### config.mk
export PLATFORM = sky130hd
export DESIGN_NAME = wb_decoder_mux
export DESIGN_NICKNAME = d
export VERILOG_FILES = /design/src/rtl/wb_bus_pkg.sv /design/src/rtl/wb_decoder_mux.sv
export SDC_FILE = /design/constraint.sdc
export NUM_CORES = 1
export LEC_CHECK = 0
export BUFFER_PORTS_ARGS = -buffer_cell sky130_fd_sc_hd__buf_2
export CAP_MARGIN = 15
export CORE_AREA = 2 2 124 96
export CTS_CLUSTER_DIAMETER = 200
export DETAILED_ROUTE_END_ITERATION = 12
export DIE_AREA = 0 0 126 98
export PLACE_DENSITY_LB_ADDON = 0.25
export SETUP_SLACK_MARGIN = 0.02
export SLEW_MARGIN = 25
export SYNTH_ARGS = -nofsm -noshare
export SYNTH_HDL_FRONTEND = slang
export SYNTH_SLANG_ARGS = --single-unit
### constraint.sdc
create_clock -name clk -period 3 [get_ports clk]
set_input_delay 0.3 -clock clk [delete_from_list [all_inputs] [get_ports clk]]
set_output_delay 0.3 -clock clk [all_outputs]
set_load 0.005 [all_outputs]
### src/rtl/wb_bus_pkg.sv
// Shared types and constants for the Wishbone window decoder/multiplexer.
package wb_bus_pkg;

    typedef enum logic [2:0] {
        ST_IDLE,
        ST_RACK,
        ST_WAIT,
        ST_HACK,
        ST_ERR,
        ST_GAP
    } state_e;

    // Value returned on wb_rdata whenever no acknowledge is being presented.
    localparam int unsigned DEAD_DATA = 0;

    function automatic int clog2(input int n);
        int r;
        r = 0;
        while ((1 << r) < n) r++;
        return r;
    endfunction

endpackage

### src/rtl/wb_decoder_mux.sv
// Wishbone slave-side decoder/mux: splits the bus into NS address windows, each either a
// RAM-style port (bridge-generated write pulse and ack) or a handshaked slave with watchdog.
module wb_decoder_mux
    import wb_bus_pkg::*;
#(
    parameter int              AW       = 17,
    parameter int              DW       = 32,
    parameter int              NS       = 4,
    parameter int              SEL_LSB  = 13,
    parameter logic [NS-1:0]   RAM_MASK = 'b1100,
    parameter int              TMO      = 15
) (
    input  logic               clk,
    input  logic               rst_n,
    input  logic [AW-1:0]      wb_addr,
    input  logic [DW-1:0]      wb_wdata,
    input  logic [DW/8-1:0]    wb_wstb,
    input  logic               wb_we,
    input  logic               wb_cyc,
    input  logic               wb_stb,
    output logic [DW-1:0]      wb_rdata,
    output logic               wb_ack,
    output logic               wb_err,
    output logic [AW-3:0]      s_addr,
    output logic [DW-1:0]      s_wdata,
    output logic [DW/8-1:0]    s_wstb,
    output logic               s_we,
    output logic [NS-1:0]      s_cyc,
    output logic [NS-1:0]      s_wpulse,
    input  logic [NS*DW-1:0]   s_rdata,
    input  logic [NS-1:0]      s_ack,
    output logic               busy
);

    localparam int          SW    = clog2(NS);
    localparam logic [SW:0] NS_W  = (SW+1)'(NS);
    localparam logic [7:0]  TMO_W = 8'(TMO);

    state_e          state_q, state_d;
    logic [SW-1:0]   sel_q, sel_d;
    logic [7:0]      timer_q, timer_d;
    logic            ack_q, ack_d;
    logic            err_q, err_d;
    logic [DW-1:0]   rdata_q, rdata_d;
    logic [NS-1:0]   cyc_q, cyc_d;
    logic [NS-1:0]   wpulse_q, wpulse_d;

    logic            req;
    logic [SW-1:0]   sel_in;
    logic            sel_ok;
    logic [NS-1:0]   sel_onehot;
    logic [DW-1:0]   slv_rdata [NS];
    logic            unused_addr_lsb;

    assign req        = wb_cyc & wb_stb;
    assign sel_in     = wb_addr[SEL_LSB +: SW];
    assign sel_ok     = ({1'b0, sel_in} < NS_W);
    assign sel_onehot = {{(NS-1){1'b0}}, 1'b1} << sel_in;
    assign unused_addr_lsb = ^wb_addr[1:0];

    for (genvar gi = 0; gi < NS; gi++) begin : g_rdata
        assign slv_rdata[gi] = s_rdata[gi*DW +: DW];
    end

    // NOTE: every variable gets a default before the case so no path can infer a latch.
    always_comb begin
        state_d  = state_q;
        sel_d    = sel_q;
        timer_d  = timer_q;
        ack_d    = 1'b0;
        err_d    = 1'b0;
        rdata_d  = DW'(DEAD_DATA);
        cyc_d    = cyc_q;
        wpulse_d = '0;

        case (state_q)
            ST_IDLE: begin
                if (req) begin
                    sel_d = sel_in;
                    if (!sel_ok) begin
                        state_d = ST_ERR;
                        err_d   = 1'b1;
                    end else if (RAM_MASK[sel_in]) begin
                        state_d  = ST_RACK;
                        ack_d    = 1'b1;
                        rdata_d  = slv_rdata[sel_in];
                        wpulse_d = wb_we ? sel_onehot : '0;
                    end else begin
                        state_d = ST_WAIT;
                        cyc_d   = sel_onehot;
                        timer_d = '0;
                    end
                end
            end
            ST_WAIT: begin
                // Abort beats ack, and ack beats the watchdog when they coincide.
                if (!req) begin
                    cyc_d   = '0;
                    state_d = ST_GAP;
                end else if (s_ack[sel_q]) begin
                    cyc_d   = '0;
                    state_d = ST_HACK;
                    ack_d   = 1'b1;
                    rdata_d = slv_rdata[sel_q];
                end else if (timer_q == TMO_W) begin
                    cyc_d   = '0;
                    state_d = ST_ERR;
                    err_d   = 1'b1;
                end else begin
                    timer_d = timer_q + {7'd0, (timer_q != 8'hFF)};
                end
            end
            ST_RACK, ST_HACK, ST_ERR: state_d = ST_GAP;
            ST_GAP:                   state_d = ST_IDLE;
            default:                  state_d = ST_IDLE;
        endcase
    end

    // NOTE: sequential state uses non-blocking assignments so all registers update together.
    always_ff @(posedge clk or negedge rst_n) begin
        if (!rst_n) begin
            state_q  <= ST_IDLE;
            sel_q    <= '0;
            timer_q  <= '0;
            ack_q    <= 1'b0;
            err_q    <= 1'b0;
            rdata_q  <= '0;
            cyc_q    <= '0;
            wpulse_q <= '0;
        end else begin
            state_q  <= state_d;
            sel_q    <= sel_d;
            timer_q  <= timer_d;
            ack_q    <= ack_d;
            err_q    <= err_d;
            rdata_q  <= rdata_d;
            cyc_q    <= cyc_d;
            wpulse_q <= wpulse_d;
        end
    end

    assign s_addr   = wb_addr[AW-1:2];
    assign s_wdata  = wb_wdata;
    assign s_wstb   = wb_wstb;
    assign s_we     = wb_we;
    assign wb_rdata = rdata_q;
    assign wb_ack   = ack_q;
    assign wb_err   = err_q;
    assign s_cyc    = cyc_q;
    assign s_wpulse = wpulse_q;
    assign busy     = (state_q != ST_IDLE);

endmodule

==> results.cfg, run 1 <==
[run_status]
status = finished clean

[setup_path]
cp.required_ps = 3180
cpMaxStageDelayCell = nor4_1
cp-end-kind = flip-flop
reg2reg_to = s_cyc[1]$_DFFE_PN0P_
crit_cells = 4
critPathBufInv = 0
worstSetupPathType = reg2reg
crit_path_max_fanout = 6
cp.arrival_ps = 2450
slowest_delay_ps = 720
r2r_start = timer_q[4]$_DFFE_PN0P_
crit_chain = nor4_1 -> a2111oi_4 -> nor4_2 -> mux2_2
r2r_cells = 4
setup.worst_path.start_class = flip-flop
cp_top_family = simple AND/OR/NAND/NOR gates
r2r_setup_slack_ps = 740

[synth]
synth-edff-count = 0
synth_area_sq_um = 3800
synthTopCellsByCount = dfrtp_1, buf_4, inv_1
yosys_warnings = 0
synthTopCellsByArea = dfrtp_1, mux4_2, buf_4
synth_top_cell_by_area = dfrtp_1
async_flop_share_pct = 100
yosysUniqueCellTypes = 40
netlist_instances = 341
syn-mean-instance-area_sq_um = 11.2
ys_ff_latch = 55
yosysSeqAreaShare_pct = 36.2
yosysMostFrequentCell = dfrtp_1
synth_ff_type = dfrtp_1
synth.top_cell.area_share_pct = 36.2

[drt]
drt_iter0_drc = 74
ant_nets = 0
top_layer_used = met5
wl_met3_um = 832
firstDrtPassIters = 4
wl_met2_um = 4690
drc = 0
wl_met1_um = 4430
vias_per_cell = 5.03
vias = 3079
wl_per_cell_um = 16.5
routed_wl_um = 10100

[hold_path]
min_path_type = in2async

[sta]
fin_crit_sh_pct = 75.5
timing.slew.headroom_pct = 47.3
slew_violations = 0
tns_ps = 0
hold_violations = 0
fmax_mhz = 442
rsz0062_at_grt = false
holdWs_ps = 137
final.setup_skew_ps = 9.47
tightestPinTransition_ps = 784
finalCriticalPeriod_ps = 2260
setup-violations-final = 0

[cells_and_area]
layout.area.seq_sq_um = 1380
fillCellCount = 1128
multi_input_area_sq_um = 1800
drive_gt1_share_pct = 51.7
finalNetCount = 659
area_growth_pct = 21.7
antennaDiodeCount = 0

[die]
die_area_sq_um = 12300
rows = 34
die_x_um = 126
start_util_pct = 33.9
fp.dieH_um = 98
pin_count = 285
core_sq_um = 11200

[clock_network]
tritoncts = built
cts_hold_repair.buffers = 0
cts_inserted_buffers = 5
h-tree-depth = 2
clkTransAtPathRegs_ps = 70
cts_root_buf = clkbuf_16
clkLatencyLatePin_ps = 290
clockBufferDepth = 2
post_cts_buffers = 0
cts_resized = 0
cts_sinks = 55

[placed_design]
hpwl_um = 7580
place.gp.congestion = 0.822
io_buffers = 184

[global_route]
grtUsageTotal_pct = 16.4
grt_max_degree = 56
grt_pass1_vias = 3088
antenna_found_initial = 1
grt_pass1_wl_um = 16200
grt_overflow_total = 0

[power]
p_total_mw = 2.59
leakage_nw = 2.46
vdd.ir_drop.worst_v = 0.000277
powerDensity_nw_per_um2 = 559

[run]
drv_cap = 0
-- area by class of cell --
cell class	count	area share, %
multi-input cells	175	38.9
clock buffers	7	2.86
clock inverters	1	0.108
flip-flops and latches	55	29.8
inverters	36	2.92
repair buffers	194	21.5
well taps	144	3.89
-- kinds of logic after synthesis --
| family | share of synthesized area [%] |
|---|---|
| AO/OA/AOI/OAI | 10.5 |
| adder cells (fa/ha/maj) | 0.658 |
| buffers and inverters | 16.5 |
| flip-flops | 36.2 |
| multiplexers | 28.8 |
| other | 0.0986 |
| AND/OR/NAND/NOR | 7.14 |
-- report_power, final --
part           total, mW  switching, mW  internal [mW]  leakage [nW]
combinational       1.14          0.522          0.618          1.65
sequential         0.880         0.0678          0.812         0.749
clock              0.568          0.259          0.310        0.0679
total               2.59          0.848           1.74          2.46
-- how the worst max path moves through the flow --
stage / slack (ps) / startpoint / endpoint
after floorplan: 1000 / timer_q[4]$_DFFE_PN0P_ / s_cyc[0]$_DFFE_PN0P_
after global placement: 800 / timer_q[4]$_DFFE_PN0P_ / s_cyc[0]$_DFFE_PN0P_
after detailed placement: 840 / timer_q[4]$_DFFE_PN0P_ / s_cyc[0]$_DFFE_PN0P_
after CTS: 760 / timer_q[4]$_DFFE_PN0P_ / s_cyc[0]$_DFFE_PN0P_
after global routing: 570 / timer_q[4]$_DFFE_PN0P_ / s_cyc[1]$_DFFE_PN0P_
final: 740 / timer_q[4]$_DFFE_PN0P_ / s_cyc[1]$_DFFE_PN0P_
-- cells in the final DEF, fill, tap and decap left out, drive strengths merged, types with 2 or more instances in the layout --
cell type	n
nand3	5
ha	2
nor3	3
a221o	2
nand2	8
nand4	2
dfrtp	55
nor4	3
a21oi	5
o22ai	32
a22o	2
buf	194
nor2b	3
inv	36
o21ai	2
mux2	3
clkbuf	7
mux4	33
and4	2
mux2i	32
and3	6
a41oi	2
o21a	3
nor2	4
a31oi	4
nor3b	2
conb	2
nand2b	3
-- metal layers --
| layer | global-route usage (%) | vias up |
|---|---|---|
| li1 | - | 1453 |
| met1 | 21.6 | 1462 |
| met2 | 26.2 | 151 |
| met3 | 5.15 | 11 |
| met4 | 4.40 | 2 |
| met5 | 0 | - |
-- sequential cells by signal, indices dropped and copies added, names as in the netlist --
signal	flops
s_cyc	4
state_q	3
s_wpulse	4
sel_q	2
wb_rdata	32
wb_err	1
timer_q	8
wb_ack	1
-- per-stage QoR --
stage                     std cells  area [sq um]  worst slack [ps]  util [%]
final                           612          4630               736      41.2
after global routing            612          4630               570      41.2
after CTS                       612          4630               763      41.2
after detailed placement        604          4490               839      40.0
after global placement          604          4490               798      40.0
after floorplan                 342          3810              1000         -
Power figures use the tool's default switching activity.
==> run 2, diff against run 1 <==
clock period = 2.35 ns   (was 3 ns; I/O delays follow)
==> run 2 against run 1 <==
Count of clock-buffer cells in the layout fell by 2. First-iteration DRC count increased by 110%. Utilization is 0.95 points higher. Largest power group unchanged. Die area unchanged. Sequential power is 27% higher. Setup slack worse by 540 ps. Worst hold slack improved by 66 ps. Global-route usage about the same. Critical path depth grew 4. Wire length grew 1.7%. Clock power rose by 69%.
==> results.cfg, run 2 (same netlist as run 1, synthesis figures left out) <==
[run_status]
status = finished clean

[setup_path]
slowest_delay_ps = 440
cp.required_ps = 2530
cp-end-kind = flip-flop
cpMaxStageDelayCell = dfrtp_1
r2r_setup_slack_ps = 200
worstSetupPathType = reg2reg
cp.arrival_ps = 2330
setup.worst_path.start_class = flip-flop
crit_path_max_fanout = 7
crit_chain = and4_2 -> nand3_1 -> ha_1 -> ha_1 -> and3_1 -> nand3_1 -> nor2_1 -> a221o_1

[cells_and_area]
drive_gt1_share_pct = 52.4
final_cells = 615
antennaDiodeCount = 0
largest_reg_flops = 32
finalNetCount = 662
area_growth_pct = 24.5
layout_common_cells = buf_2, dfrtp_1, inv_1
layout_commonest_cell = buf_2
fillCellCount = 1119

[drt]
firstDrtPassIters = 4
ant_nets = 0
routed_wl_um = 10300
drt_iter0_drc = 154
drc = 0
vias_per_cell = 5.09
vias = 3133
wl_per_cell_um = 16.7

[power]
p_total_mw = 3.57
leakage_nw = 2.51
powerDensity_nw_per_um2 = 754
vdd.ir_drop.worst_v = 0.000465

[sta]
finalCriticalPeriod_ps = 2150
slew_violations = 0
holdWs_ps = 204
tightestPinTransition_ps = 667
fmax_mhz = 465
hold_violations = 0
tns_ps = 0
rsz0062_at_grt = false
timing.slew.headroom_pct = 55.6
fin_crit_sh_pct = 91.5
setup-violations-final = 0
final.setup_skew_ps = 5.97

[clock_network]
h-tree-depth = 2
clkLatencyLatePin_ps = 290
cts_inserted_buffers = 5
tritoncts = built
cts_sinks = 55
cts_root_buf = clkbuf_16
post_cts_buffers = 0
clkTransAtPathRegs_ps = 70
clockBufferDepth = 2

[die]
rows = 34
pin_count = 285
die_x_um = 126
die_area_sq_um = 12300
start_util_pct = 33.9
core_sq_um = 11200
fp.dieH_um = 98

[global_route]
grt_overflow_total = 0
grtUsageTotal_pct = 16.3
grt_pass1_vias = 3116
antenna_found_initial = 1
grt_max_degree = 36
grt_pass1_wl_um = 16200

[hold_path]
min_path_type = in2reg

[placed_design]
io_buffers = 184
hpwl_um = 7830
dp.cells = 606
place.gp.congestion = 0.772

[run]
drv_cap = 0
run 2: cell count changes in the layout (fill, tap and decap cells not counted), sizes merged:
cell | previous run | this run
buf | 194 | 196
bufinv | 0 | 2
clkbuf | 7 | 5
clkinv | 1 | 0
clkinvlp | 0 | 1
dlygate4sd3 | 0 | 1
run 2: power by group:
group	switching (mW)	internal, mW	total (mW)
Clock	0.351	0.611	0.962
Combinational	0.684	0.805	1.49
Sequential	0.0841	1.04	1.12
run 2: critical path, delay by kind of cell (launching register included):
kind	cells	cell delay [ps]
simple gates	5	790
fa+ha+maj	2	460
flops	1	440
compound gates	1	330
run 2: final cells by class:
cell class	instances	area, sq um	share of cell area, %
clock buffers	5	125	2.64
clock inverters	3	67.6	1.43
inverters	36	135	2.85
multi-input cells	175	1800	38.1
flip-flops and latches	55	1380	29.1
well taps	144	180	3.80
repair buffers	197	1050	22.1
run 2: repair_timing:
action,CTS,global route
resized for setup,0,1
endpoints found under the setup margin,0,1
hold buffers,1,0
hold endpoints to repair,20,0
run 2: worst paths after layout:
path	startpoint	end	cells after the start
min	wb_we	s_wpulse[3]$_DFF_PN0_	2
max	timer_q[2]$_DFFE_PN0P_	timer_q[6]$_DFFE_PN0P_	8
max reg2reg	timer_q[2]$_DFFE_PN0P_	timer_q[6]$_DFFE_PN0P_	8
max in group asynchronous	rst_n	wb_rdata[15]$_DFF_PN0_	3
min in group asynchronous	rst_n	state_q[0]$_DFFE_PN0P_	2
min reg2reg	s_cyc[3]$_DFFE_PN0P_	s_cyc[3]$_DFFE_PN0P_	1
run 2: routing by layer:
metal  GRT usage (%)  vias up  share of wire [%]
met5               0        -               0.16
met4            3.21        2               0.56
met3            4.99        7                7.6
met2            26.6      143                 48
met1            21.8     1525                 44
li1                -     1456                  -
run 2: metrics by stage:
| step | setup slack [ps] | util [%] | area [sq um] |
|---|---|---|---|
| after floorplan | 352 | - | 3810 |
| after global placement | 249 | 40.4 | 4530 |
| after detailed placement | 204 | 40.4 | 4530 |
| after CTS | 163 | 42.2 | 4730 |
| after global routing | 83.6 | 42.2 | 4740 |
| final | 200 | 42.2 | 4740 |
